### src/rtl/cordic_nco_if.sv
// Configuration handshake bundle for cordic_nco: one word carries the frequency,
// phase offset and amplitude, offered with valid and accepted with ready.
interface cordic_nco_if #(
    parameter int WIDTH     = 16,
    parameter int ACC_WIDTH = 32
);
    logic                 cfg_valid;
    logic                 cfg_ready;
    logic [ACC_WIDTH-1:0] cfg_freq;
    logic [WIDTH-1:0]     cfg_phase;
    logic [WIDTH-1:0]     cfg_amp;

    modport master (output cfg_valid, output cfg_freq, output cfg_phase, output cfg_amp,
                    input  cfg_ready);
    modport slave  (input  cfg_valid, input  cfg_freq, input  cfg_phase, input  cfg_amp,
                    output cfg_ready);
endinterface

### src/rtl/cordic_nco.sv
// Phase-accumulator NCO front end producing x0/y0/z0 for a rotating-mode CORDIC,
// with phase-continuous config updates at the accumulator wrap and a valid delay line.
module cordic_nco #(
    parameter int WIDTH      = 16,
    parameter int ACC_WIDTH  = 32,
    parameter int ITERATIONS = WIDTH + 1
) (
    input  logic             clk,
    input  logic             reset_n,
    input  logic             enable,
    input  logic             sync,
    cordic_nco_if.slave      cfg,
    output logic [WIDTH-1:0] x0,
    output logic [WIDTH-1:0] y0,
    output logic [WIDTH-1:0] z0,
    output logic             sample_valid,
    output logic             cordic_valid
);
    typedef enum logic {GEN_IDLE = 1'b0, GEN_RUN = 1'b1} gen_state_t;
    typedef enum logic {CFG_EMPTY = 1'b0, CFG_PENDING = 1'b1} cfg_state_t;

    gen_state_t           gen_state_r;
    cfg_state_t           cfg_state_r;
    logic                 cfg_ready_r;
    logic [ACC_WIDTH-1:0] acc_r;
    logic [ACC_WIDTH-1:0] freq_r;
    logic [WIDTH-1:0]     phase_r;
    logic [WIDTH-1:0]     amp_r;
    logic [ACC_WIDTH-1:0] shadow_freq_r;
    logic [WIDTH-1:0]     shadow_phase_r;
    logic [WIDTH-1:0]     shadow_amp_r;
    logic [WIDTH-1:0]     x0_r;
    logic [WIDTH-1:0]     y0_r;
    logic [WIDTH-1:0]     z0_r;
    logic [ITERATIONS:0]  valid_dly_r;

    logic [ACC_WIDTH:0]   sum_s;
    logic                 wrap_s;
    logic                 pending_s;
    logic                 transfer_s;
    logic                 apply_s;

    // The carry out of the extended sum marks the accumulator wrap, the only
    // running point where a new frequency/phase can enter without a phase jump.
    assign sum_s      = {1'b0, acc_r} + {1'b0, freq_r};
    assign wrap_s     = enable && sum_s[ACC_WIDTH];
    assign pending_s  = (cfg_state_r == CFG_PENDING);
    assign transfer_s = cfg.cfg_valid && cfg_ready_r;
    assign apply_s    = pending_s && (!enable || wrap_s || sync);

    // Generator: advances the accumulator and registers one CORDIC input sample per enabled cycle.
    always_ff @(posedge clk or negedge reset_n) begin
        if (!reset_n) begin
            gen_state_r <= GEN_IDLE;
            acc_r       <= {ACC_WIDTH{1'b0}};
            x0_r        <= {WIDTH{1'b0}};
            y0_r        <= {WIDTH{1'b0}};
            z0_r        <= {WIDTH{1'b0}};
        end else begin
            case (gen_state_r)
                GEN_IDLE, GEN_RUN: begin
                    if (sync) begin
                        acc_r       <= {ACC_WIDTH{1'b0}};
                        gen_state_r <= GEN_IDLE;
                    end else if (enable) begin
                        acc_r       <= sum_s[ACC_WIDTH-1:0];
                        z0_r        <= acc_r[ACC_WIDTH-1 -: WIDTH] + phase_r;
                        x0_r        <= amp_r;
                        y0_r        <= {WIDTH{1'b0}};
                        gen_state_r <= GEN_RUN;
                    end else begin
                        gen_state_r <= GEN_IDLE;
                    end
                end
                default: begin
                    acc_r       <= {ACC_WIDTH{1'b0}};
                    gen_state_r <= GEN_IDLE;
                end
            endcase
        end
    end

    // Config: captures an offered word into the shadow and copies it to the active set at an apply point.
    always_ff @(posedge clk or negedge reset_n) begin
        if (!reset_n) begin
            cfg_state_r    <= CFG_EMPTY;
            cfg_ready_r    <= 1'b1;
            freq_r         <= {ACC_WIDTH{1'b0}};
            phase_r        <= {WIDTH{1'b0}};
            amp_r          <= {WIDTH{1'b0}};
            shadow_freq_r  <= {ACC_WIDTH{1'b0}};
            shadow_phase_r <= {WIDTH{1'b0}};
            shadow_amp_r   <= {WIDTH{1'b0}};
        end else begin
            case (cfg_state_r)
                CFG_EMPTY: begin
                    if (transfer_s) begin
                        shadow_freq_r  <= cfg.cfg_freq;
                        shadow_phase_r <= cfg.cfg_phase;
                        shadow_amp_r   <= cfg.cfg_amp;
                        cfg_state_r    <= CFG_PENDING;
                        cfg_ready_r    <= 1'b0;
                    end else begin
                        cfg_ready_r    <= 1'b1;
                    end
                end
                CFG_PENDING: begin
                    if (apply_s) begin
                        freq_r      <= shadow_freq_r;
                        phase_r     <= shadow_phase_r;
                        amp_r       <= shadow_amp_r;
                        cfg_state_r <= CFG_EMPTY;
                        cfg_ready_r <= 1'b1;
                    end else begin
                        cfg_ready_r <= 1'b0;
                    end
                end
                default: begin
                    cfg_state_r <= CFG_EMPTY;
                    cfg_ready_r <= 1'b1;
                end
            endcase
        end
    end

    // Valid delay line matching the CORDIC input register, pipeline stages and output register.
    always_ff @(posedge clk or negedge reset_n) begin
        if (!reset_n) begin
            valid_dly_r <= {(ITERATIONS+1){1'b0}};
        end else begin
            valid_dly_r <= {valid_dly_r[ITERATIONS-1:0], sample_valid};
        end
    end

    assign x0            = x0_r;
    assign y0            = y0_r;
    assign z0            = z0_r;
    assign sample_valid  = (gen_state_r == GEN_RUN);
    assign cordic_valid  = valid_dly_r[ITERATIONS];
    assign cfg.cfg_ready = cfg_ready_r;
endmodule

### src/flat_wrapper.sv
// flat-port wrapper written by rule: the top's interface ports become plain ports
module cordic_nco_flat 
#(
    parameter int WIDTH      = 16,
    parameter int ACC_WIDTH  = 32,
    parameter int ITERATIONS = WIDTH + 1
)
  (clk, reset_n, enable, sync, x0, y0, z0, sample_valid, cordic_valid, cfg_cfg_valid, cfg_cfg_freq, cfg_cfg_phase, cfg_cfg_amp, cfg_cfg_ready);
  cordic_nco_if #(.WIDTH(WIDTH), .ACC_WIDTH(ACC_WIDTH)) cfg_i ();
  input  logic clk;
  input  logic reset_n;
  input  logic enable;
  input  logic sync;
  output logic [WIDTH-1:0] x0;
  output logic [WIDTH-1:0] y0;
  output logic [WIDTH-1:0] z0;
  output logic sample_valid;
  output logic cordic_valid;
  input wire logic [$bits(cfg_i.cfg_valid)-1:0] cfg_cfg_valid;
  input wire logic [$bits(cfg_i.cfg_freq)-1:0] cfg_cfg_freq;
  input wire logic [$bits(cfg_i.cfg_phase)-1:0] cfg_cfg_phase;
  input wire logic [$bits(cfg_i.cfg_amp)-1:0] cfg_cfg_amp;
  output wire logic [$bits(cfg_i.cfg_ready)-1:0] cfg_cfg_ready;
  assign cfg_i.cfg_valid = cfg_cfg_valid;
  assign cfg_i.cfg_freq = cfg_cfg_freq;
  assign cfg_i.cfg_phase = cfg_cfg_phase;
  assign cfg_i.cfg_amp = cfg_cfg_amp;
  assign cfg_cfg_ready = cfg_i.cfg_ready;
  cordic_nco #(.WIDTH(WIDTH), .ACC_WIDTH(ACC_WIDTH), .ITERATIONS(ITERATIONS)) u_core (.clk(clk), .reset_n(reset_n), .enable(enable), .sync(sync), .cfg(cfg_i), .x0(x0), .y0(y0), .z0(z0), .sample_valid(sample_valid), .cordic_valid(cordic_valid));
endmodule
### config.mk
export PLATFORM = sky130hd
export DESIGN_NAME = cordic_nco_flat
export DESIGN_NICKNAME = d
export VERILOG_FILES = /design/src/rtl/cordic_nco_if.sv /design/src/rtl/cordic_nco.sv /design/src/flat_wrapper.sv
export SDC_FILE = /design/constraint.sdc
export NUM_CORES = 1
export LEC_CHECK = 0
export CAP_MARGIN = 25
export CORE_MARGIN = 5
export CORE_UTILIZATION = 52
export DETAILED_ROUTE_END_ITERATION = 8
export GPL_ROUTABILITY_DRIVEN = 0
export PLACE_DENSITY_LB_ADDON = 0.05
export SYNTH_ARGS = -nofsm -noshare
export SYNTH_HDL_FRONTEND = slang
export SYNTH_SLANG_ARGS = --single-unit
### constraint.sdc
create_clock -name clk -period 3.65 [get_ports clk]
set_input_delay 0.73 -clock clk [delete_from_list [all_inputs] [get_ports clk]]
set_output_delay 0.73 -clock clk [all_outputs]
set_load 0.05 [all_outputs]
==> metrics.yaml, run 1 <==
outcome:
  run_status: "finished clean"
clocking:
  cts-htree-levels: 1
  clock-sinks: 213
  clock_path_buffers: 3
  post-cts-setup-buffers: 0
  cts_resized: 0
  cts_buffers: 24
  root_buffer: "clkbuf_16"
  ctsHoldBuffers: 0
  cts.clk_slew.worst_paths_ns: 0.06
  cts_tree: "built"
  clock_latency_ns: 0.52
detailed_routing:
  drtPass1Iterations: 5
  avgViaCountPerCell: 5.51
  routed_wl_um: 22100
  drt-initial-drc-count: 379
  vias: 6897
  postRouteAntennaNets: 0
  post-route-drc-count: 0
  detail_route.wl_per_cell_um: 17.7
synth:
  synth.distinct_cells: 62
  synthArstFlopShare: 1.00
  ys_warn_count: 0
  synth_ff_type: "dfrtp_1"
  synth-seq-cells: 213
  postSynthAreaPerCell_um2: 12.1
  yosysSeqAreaShare: 0.510
  syn_inst: 861
  syn_area_um2: 10500
  synth_edf_count: 0
run:
  maxCapViolations: 0
setup_path:
  cpMaxStageDelayCell: "fa_1"
  critPathTopFamily: "compound AO/OA/AOI/OAI gates"
  r2r_slack_ns: 0.30
  start_kind: "register"
  worstPathMaxFanout: 17
  worstSetupPathType: "reg -> reg"
  crit_chain: "ha_1 -> fa_1 -> a211oi_1 -> o211a_1 -> a211oi_2 -> o211ai_2 -> o21ai_4 -> a211oi_2 -> or3b_4 -> buf_4 -> mux2_2"
  worst_path_most_repeated_cell: "a211oi_2"
  crit_arrival_ns: 3.74
  critPathRequiredTime_ns: 4.04
  end_kind: "register"
  worst-path-buf-inv: 1
  max_stage_delay_ns: 0.45
timing:
  tightestPinTransition_ns: 0.781
  fin_crit_sh: 0.917
  fin_skew_ns: 0.0125
  relSlewSlack: 0.480
  min_period_ns: 3.35
  finalSetupTns_ns: 0
  fmax_ghz: 0.299
  hold_viol: 0
  rsz0062_at_grt: "false"
  maxSlewViolCount: 0
  setup_viol: 0
cells_and_area:
  final_util: 0.636
  finalNonFillerCells: 1251
  n_antenna_cell: 0
  final_common_cell: "dfrtp_1"
  drive_gt1_frac: 0.199
  area_delta_synth_final_pct: 19.6
  nNetsFinal: 1088
  final_cell_mix: "dfrtp_1 (212), clkdlybuf4s50_1 (102), nand2_1 (97), mux2_2 (68), mux2_4 (60)"
place:
  port_buffers: 103
  hpwl_um: 15300
  dp_cells: 1209
global_route:
  first_global_vias: 7303
  grt_pass1_wl_um: 36900
  grt_use_met3: 0.0327
  grt-ovfl-total: 0
  busiest_layer: "met2"
  track_usage: 0.197
  grt_use_met1: 0.267
  gr-usage-met2: 0.330
  antenna_found_initial: 0
  grt_max_degree: 97
floorplanning:
  die_h_um: 152
  std_cell_rows: 51
  coreArea_um2: 19700
  num_io_pins: 120
  die_area_um2: 23000
  initial_core_util: 0.532
  fp.dieW_um: 152
hold_path:
  hold_path.class: "in -> async"
power_and_ir_drop:
  ir_drop_mv: 0.605
  powerDensity_nw_per_um2: 994
  leakage_nw: 5.93
-- sequential cells by signal, summed over array words and instances, names as in the netlist --
| signal | flops |
|---|---|
| u_core.sample_valid | 1 |
| u_core.amp_r | 16 |
| u_core.cfg_state_r | 1 |
| u_core.z0 | 16 |
| u_core.cfg.cfg_ready | 1 |
| u_core.shadow_freq_r | 32 |
| u_core.freq_r | 32 |
| u_core.shadow_amp_r | 16 |
| u_core.valid_dly_r | 18 |
| u_core.x0 | 16 |
| u_core.shadow_phase_r | 16 |
| u_core.phase_r | 16 |
| u_core.acc_r | 32 |
-- kinds of logic (layout without fill, tap and decap cells) --
group | count (synthesis) | after routing | synth area share
other | 1 | 16 | 0.000359
DFF | 213 | 213 | 0.510
and+or+nand+nor | 199 | 199 | 0.0852
xor gates and xnor gates | 31 | 31 | 0.0260
muxes | 143 | 143 | 0.174
buffers and inverters | 59 | 169 | 0.0377
AOI/OAI and AO/OA | 166 | 166 | 0.107
adders and majority gates | 49 | 49 | 0.0601
-- per-stage QoR --
stage | setup WS, ns | hold WS, ns | cell area (um^2) | total power (W)
finish | 0.301 | 0.306 | 12500 | 0.0124
global route | 0.102 | 0.357 | 12500 | 0.0133
CTS | 0.256 | 0.318 | 12500 | 0.0125
detailed placement | 0.293 | 0.339 | 11700 | 0.00994
global placement | 0.369 | 0.332 | 11700 | 0.00972
floorplan | 0.681 | 0.331 | 10500 | 0.00854
-- area by class of cell --
cell class                      instances  area, um^2
Multi-Input combinational cell        604        4790
Inverter                               11        41.3
Clock buffer                           32         691
Fill cell                            1550        7150
Clock inverter                         10         145
Tap cell                              265         332
Sequential cell                       213        5330
Timing Repair Buffer                  116        1170
-- per-layer routing --
metal	up-vias	share of wire
met5	-	0
met4	0	0.024
met3	42	0.051
met2	204	0.48
met1	3380	0.45
li1	3271	-
-- cell usage after synthesis, drive strengths merged, types with 10 or more instances --
library cell	count	area, um^2
nand3	13	65.1
nor3	12	60.1
inv	10	37.5
nand2	97	364
xor2	16	140
a21o	24	181
clkbuf	21	78.8
o21ai	39	206
mux2i	15	150
xnor2	15	131
mux2	128	1670
a21oi	34	170
buf	27	274
ha	47	588
nor2	41	154
a211oi	18	145
dfrtp	212	5310
-- where the power goes --
part	total, W	switching, W	internal [W]
logic	0.00583	0.00302	0.00280
clock network	0.00249	0.000951	0.00154
registers	0.00411	0.000691	0.00342
total	0.0124	0.00467	0.00776
-- path summary, 6_finish.rpt --
| check | start | end | cells after the start |
|---|---|---|---|
| worst max-delay path | u_core.freq_r[0]$_DFFE_PN0P_ | u_core.freq_r[31]$_DFFE_PN0P_ | 11 |
| worst min-delay path | reset_n | u_core.valid_dly_r[16]$_DFF_PN0_ | 1 |
| worst max register to register | u_core.freq_r[0]$_DFFE_PN0P_ | u_core.freq_r[31]$_DFFE_PN0P_ | 11 |
| worst min register to register | u_core.valid_dly_r[9]$_DFF_PN0_ | u_core.valid_dly_r[10]$_DFF_PN0_ | 0 |
| max in group asynchronous | reset_n | u_core.freq_r[22]$_DFFE_PN0P_ | 2 |
| min in group clk | u_core.valid_dly_r[9]$_DFF_PN0_ | u_core.valid_dly_r[10]$_DFF_PN0_ | 0 |
(Power assumes the default switching activity.)
==> run 2, diff against run 1 <==
--- a/config.mk
+++ b/config.mk
@@ -6,7 +6,7 @@
 export NUM_CORES = 1
 export LEC_CHECK = 0
 export CAP_MARGIN = 25
-export CORE_MARGIN = 5
+export CORE_ASPECT_RATIO = 1.4
 export CORE_UTILIZATION = 52
 export DETAILED_ROUTE_END_ITERATION = 8
 export GPL_ROUTABILITY_DRIVEN = 0
==> metrics.yaml, run 2 (same netlist as run 1, synthesis figures left out) <==
setup_path:
  max_stage_delay_ns: 0.43  # -0.02 ns
  cpMaxStageDelayCell: "fa_1"
  worstSetupPathType: "reg -> reg"
  r2r_slack_ns: 0.35  # +0.05 ns
  worstPathMaxFanout: 32  # +15
  critPathTopFamily: "compound AO/OA/AOI/OAI gates"
  reg2reg_from: "u_core.freq_r[0]$_DFFE_PN0P_"
  worst_path_most_repeated_cell: "a211oi_2"
  r2r_cells: 11  # unchanged
  r2r_end: "u_core.freq_r[0]$_DFFE_PN0P_"
  crit_arrival_ns: 3.68  # -0.06 ns
  start_kind: "register"
  crit_chain: "ha_1 -> fa_1 -> a211oi_1 -> o211a_1 -> a211oi_2 -> o211ai_2 -> o21ai_4 -> a211oi_2 -> or3b_4 -> buf_12 -> mux2_2"
  critPathRequiredTime_ns: 4.04  # about the same
  worst-path-buf-inv: 1  # unchanged
  end_kind: "register"
detailed_routing:
  detail_route.wl_per_cell_um: 17.6  # -0.29%
  met1_length_um: 8760  # -11%
  vias: 6842  # -0.80%
  drt-initial-drc-count: 314  # -17%
  avgViaCountPerCell: 5.54  # +0.57%
  postRouteAntennaNets: 0  # unchanged
  routed_wl_um: 21700  # -1.6%
  wl_met2_um: 11300  # +6.2%
  top_layer_used: "met4"
  post-route-drc-count: 0  # unchanged
  route.met3.wl_um: 984  # -13%
  drtPass1Iterations: 4  # -1
outcome:
  run_status: "finished clean"
floorplanning:
  fp.dieW_um: 122  # -20%
  die_area_um2: 20700  # -10%
  num_io_pins: 120  # unchanged
  coreArea_um2: 19800  # +0.58%
  std_cell_rows: 61  # +20%
  initial_core_util: 0.529  # -0.00306
  die_h_um: 170  # +12%
power_and_ir_drop:
  p_sw_frac: 0.379  # +0.00308
  internal-power_w: 0.00752  # -3.1%
  switchingPower_w: 0.00458  # -1.8%
  ir_drop_mv: 0.787  # +30%
  seqPwrFrac: 0.341  # +0.010
  leakage_nw: 5.87  # -1.1%
  combPwrFrac: 0.476  # +0.007
  powerDensity_nw_per_um2: 980  # -1.5%
  p_clk_frac: 0.183  # -0.017
  p_total_w: 0.0121  # -2.6%
clocking:
  cts-htree-levels: 1  # unchanged
  cts_resized: 0  # unchanged
  post-cts-setup-buffers: 0  # unchanged
  cts_tree: "built"
  cts_buffers: 23  # -4.2%
  ctsHoldBuffers: 0  # unchanged
  clock_latency_ns: 0.50  # -0.02 ns
  cts.clk_slew.worst_paths_ns: 0.06  # about the same
  clock_path_buffers: 3  # unchanged
  root_buffer: "clkbuf_16"
  clock-sinks: 213  # unchanged
cells_and_area:
  finalNonFillerCells: 1234  # -1.4%
  biggestRegsByFlops: "u_core.acc_r: 32 flops, u_core.freq_r: 32 flops, u_core.shadow_freq_r: 32 flops"
  area_delta_synth_final_pct: 18.1
  final_cell_mix: "dfrtp_1 (212), clkdlybuf4s50_1 (102), nand2_1 (97), mux2_2 (68), mux2_4 (60)"
  nFillCells: 1633  # +5.4%
  final_common_cell: "dfrtp_1"
  nNetsFinal: 1084  # -0.37%
  n_antenna_cell: 0  # unchanged
  drive_gt1_frac: 0.191  # -0.00734
timing:
  min_period_ns: 3.30  # -0.0524 ns
  hold_viol: 0  # unchanged
  hold_ws_ns: 0.230  # -0.0761 ns
  setup_viol: 0  # unchanged
  relSlewSlack: 0.410  # -0.0695
  fin_crit_sh: 0.903  # -0.0143
  maxSlewViolCount: 0  # unchanged
  fmax_ghz: 0.303  # +1.6%
  rsz0062_at_grt: "false"
  fin_skew_ns: 0.00948  # -0.00299 ns
  tightestPinTransition_ns: 0.885  # +0.104 ns
  finalSetupTns_ns: 0  # unchanged
  fin_ws_ns: 0.353  # +0.0524 ns
place:
  dpl_worst_slack_ns: 0.350  # +0.0571 ns
  port_buffers: 103  # unchanged
  dp_cells: 1193  # -1.3%
  hpwl_um: 15000  # -1.4%
run:
  maxCapViolations: 0  # unchanged
global_route:
  grt_pass1_wl_um: 36000  # -2.4%
  first_global_vias: 7353  # +0.68%
  grt-ovfl-total: 0  # unchanged
  grt_max_degree: 79  # -19%
  track_usage: 0.219  # +0.0215
  antenna_found_initial: 0  # unchanged
hold_path:
  hold_path.class: "in -> async"
[run 2: cell types whose count changed in the layout (fill, tap and decap cells not counted), sizes merged]
cell | before | now
clkinvlp | 2 | 1
inv | 10 | 11
clkbuf | 33 | 34
bufinv | 3 | 1
buf | 13 | 10
[run 2: area by class of cell]
cell class | count | area, um^2 | share of cell area
multi-input cells | 604 | 4790 | 0.388
flip-flops and latches | 213 | 5330 | 0.432
repair buffers | 113 | 1150 | 0.0929
well taps | 252 | 315 | 0.0255
clock inverters | 8 | 71.3 | 0.00578
clock buffers | 33 | 653 | 0.0529
inverters | 11 | 41.3 | 0.00334
[run 2: worst max path at each step]
stage	end	depth (start not counted)	from	slack (ns)
after floorplan	u_core.amp_r[0]$_DFFE_PN0P_	12	u_core.freq_r[0]$_DFFE_PN0P_	0.68
after global placement	u_core.freq_r[31]$_DFFE_PN0P_	11	u_core.freq_r[0]$_DFFE_PN0P_	0.39
after detailed placement	u_core.amp_r[15]$_DFFE_PN0P_	11	u_core.freq_r[0]$_DFFE_PN0P_	0.35
after CTS	u_core.amp_r[15]$_DFFE_PN0P_	11	u_core.freq_r[0]$_DFFE_PN0P_	0.33
after global routing	u_core.amp_r[15]$_DFFE_PN0P_	11	u_core.freq_r[0]$_DFFE_PN0P_	0.14
final	u_core.freq_r[0]$_DFFE_PN0P_	11	u_core.freq_r[0]$_DFFE_PN0P_	0.35
[run 2: stage by stage]
step,utilization,cell area (um^2)
2_1_floorplan,-,10500
3_3_place_gp,0.588,11600
3_5_place_dp,0.588,11600
4_1_cts,0.625,12300
5_1_grt,0.625,12300
6_report,0.625,12300
[run 2: routing by layer]
layer / vias up / track usage
met2: 140 / 0.392
met3: 44 / 0.0403
met5: - / 0
li1: 3247 / -
met1: 3411 / 0.253
met4: 0 / 0.0891
[run 2: power groups by stage]
stage	sequential [W]	clock, W	combinational [W]
2_1_floorplan	0.00443	0	0.00411
3_3_place_gp	0.00415	0	0.00556
3_5_place_dp	0.00416	0	0.00574
4_1_cts	0.00415	0.00228	0.00578
5_1_grt	0.00426	0.00239	0.00629
6_report	0.00413	0.00222	0.00575
==> run 3, diff against run 2 <==
==> constraint.sdc (replaced) <==
create_clock -name clk -period 3.65 [get_ports clk]
set_input_delay 0.5475 -clock clk [delete_from_list [all_inputs] [get_ports clk]]
set_output_delay 0.5475 -clock clk [all_outputs]
set_load 0.05 [all_outputs]
==> metrics.yaml, run 3 (same netlist as run 1, synthesis figures left out) <==
clocking:
  cts.clk_slew.worst_paths_ns: 0.06  # about the same
  ctsHoldBuffers: 0  # unchanged
  clock-sinks: 213  # unchanged
  cts_buffers: 22  # -4.3%
  cts-htree-levels: 1  # unchanged
  clock_path_buffers: 3  # unchanged
  clock_latency_ns: 0.51  # about the same
  post-cts-setup-buffers: 0  # unchanged
  cts_resized: 0  # unchanged
  root_buffer: "clkbuf_16"
  cts_tree: "built"
setup_path:
  worst_path_most_repeated_cell: "a211oi_2"
  crit_chain: "ha_1 -> fa_1 -> a211oi_1 -> o211a_1 -> a211oi_2 -> o211ai_2 -> o21ai_4 -> a211oi_2 -> or3b_4 -> buf_12 -> mux2_2"
  max_stage_delay_ns: 0.44  # about the same
  end_kind: "register"
  r2r_end: "u_core.freq_r[31]$_DFFE_PN0P_"
  critPathRequiredTime_ns: 4.04  # about the same
  r2r_cells: 11  # unchanged
  r2r_slack_ns: 0.21  # -0.14 ns
  worstSetupPathType: "reg -> reg"
  cpMaxStageDelayCell: "fa_1"
  worstPathMaxFanout: 30  # -6.3%
  reg2reg_from: "u_core.freq_r[0]$_DFFE_PN0P_"
  crit_arrival_ns: 3.83  # +0.15 ns
  start_kind: "register"
  startpoint: "u_core.freq_r[0]$_DFFE_PN0P_"
detailed_routing:
  detail_route.wl_per_cell_um: 17.6  # about the same
  routed_wl_um: 21700  # -0.11%
  post-route-drc-count: 0  # unchanged
  vias: 6833  # -0.13%
  avgViaCountPerCell: 5.55  # about the same
  drt-initial-drc-count: 293  # -6.7%
  postRouteAntennaNets: 0  # unchanged
  drtPass1Iterations: 4  # unchanged
floorplanning:
  fp.dieW_um: 122  # unchanged
  coreArea_um2: 19800  # unchanged
  die_h_um: 170  # unchanged
  std_cell_rows: 61  # unchanged
  initial_core_util: 0.529  # unchanged
  num_io_pins: 120  # unchanged
  die_area_um2: 20700  # unchanged
outcome:
  run_status: "finished clean"
power_and_ir_drop:
  switchingPower_w: 0.00460  # +0.50%
  seqPwrFrac: 0.341  # about the same
  internal-power_w: 0.00751  # -0.12%
  combPwrFrac: 0.475  # about the same
  p_clk_frac: 0.184  # about the same
  p_sw_frac: 0.380  # +0.00147
  powerDensity_nw_per_um2: 980  # about the same
  leakage_nw: 5.87  # about the same
  ir_drop_mv: 0.683  # -13%
place:
  dp_cells: 1195  # +0.17%
  hpwl_um: 15300  # +1.6%
  port_buffers: 103  # unchanged
global_route:
  grt-ovfl-total: 0  # unchanged
  grt_max_degree: 71  # -10%
  track_usage: 0.219  # unchanged
  antenna_found_initial: 0  # unchanged
  grt_pass1_wl_um: 36000  # about the same
  first_global_vias: 7380  # +0.37%
timing:
  tightestPinTransition_ns: 0.841  # -0.0442 ns
  rsz0062_at_grt: "false"
  maxSlewViolCount: 0  # unchanged
  finalSetupTns_ns: 0  # unchanged
  fin_skew_ns: 0.00781  # -0.00167 ns
  fin_crit_sh: 0.942  # +0.0390
  setup_viol: 0  # unchanged
  fmax_ghz: 0.291  # -4.1%
  min_period_ns: 3.44  # +0.142 ns
  relSlewSlack: 0.440  # +0.0295
  hold_viol: 0  # unchanged
run:
  maxCapViolations: 0  # unchanged
cells_and_area:
  final_cell_mix: "dfrtp_1 (212), clkdlybuf4s50_1 (102), nand2_1 (97), mux2_2 (68), mux2_4 (60)"
  n_antenna_cell: 0  # unchanged
  finalNonFillerCells: 1232  # -0.16%
  multi_input_area_um2: 4790  # unchanged
  area_delta_synth_final_pct: 18.3
  biggestRegsByFlops: "u_core.acc_r: 32 flops, u_core.freq_r: 32 flops, u_core.shadow_freq_r: 32 flops"
  final_common_cell: "dfrtp_1"
  nFillCells: 1583  # -3.1%
  seqCellArea_um2: 5330  # unchanged
  drive_gt1_frac: 0.195  # +0.00345
  nNetsFinal: 1085  # +0.092%
hold_path:
  hold_path.class: "in -> async"
[run 3: cell types whose count changed in the layout (fill, tap and decap cells not counted)]
cell,delta
clkinvlp_4,+1
clkinv_4,+1
buf_4,+2
inv_6,-1
clkbuf_8,+2
clkinv_2,-2
clkbuf_16,-1
clkinv_8,+1
clkbuf_1,-5
[run 3: through the flow]
step	hold WS (ns)	utilization	power [W]	instance area (um^2)	setup WS (ns)
2_1_floorplan	0.252	-	0.00854	10500	0.681
3_3_place_gp	0.333	0.589	0.00971	11600	0.288
3_5_place_dp	0.336	0.589	0.00991	11600	0.197
4_1_cts	0.0433	0.625	0.0122	12400	0.171
5_1_grt	0.0710	0.625	0.0129	12400	0.00243
6_report	0.0373	0.625	0.0121	12400	0.211
[run 3: power groups by stage]
| stage | clock (W) | sequential (W) | combinational, W |
|---|---|---|---|
| floorplan | 0 | 0.00443 | 0.00411 |
| global placement | 0 | 0.00416 | 0.00555 |
| detailed placement | 0 | 0.00417 | 0.00574 |
| CTS | 0.00229 | 0.00415 | 0.00577 |
| global route | 0.00238 | 0.00426 | 0.00629 |
| finish | 0.00223 | 0.00414 | 0.00575 |
[run 3: layout make-up]
class                   count  area share
repair buffers            115      0.0940
multi-input cells         604       0.387
flip-flops and latches    213       0.431
well taps                 252      0.0255
inverters                  11     0.00334
clock buffers              29      0.0515
clock inverters             8     0.00688
[run 3: worst max path at each step]
stage	slack, ns	end
detailed placement	0.20	u_core.freq_r[31]$_DFFE_PN0P_
floorplan	0.68	u_core.amp_r[0]$_DFFE_PN0P_
global route	0.002	u_core.freq_r[31]$_DFFE_PN0P_
finish	0.21	u_core.freq_r[31]$_DFFE_PN0P_
CTS	0.17	u_core.freq_r[31]$_DFFE_PN0P_
global placement	0.29	u_core.freq_r[31]$_DFFE_PN0P_
[run 3: worst max-delay path, delay by kind of cell (launching register included)]
| kind | cells | cell delay, ns |
|---|---|---|
| adder cells (fa/ha/maj) | 2 | 0.68 |
| AND/OR/NAND/NOR | 1 | 0.29 |
| multiplexers | 1 | 0.36 |
| buffers and inverters | 1 | 0.27 |
| flip-flops | 1 | 0.38 |
| AO/OA/AOI/OAI | 6 | 1.32 |
[run 3: routing by layer]
layer,global-route usage,part of all wire,vias up
li1,-,-,3254
met1,0.253,0.40,3360
met2,0.391,0.52,154
met3,0.0370,0.044,65
met4,0.0972,0.042,0
met5,0,0,-
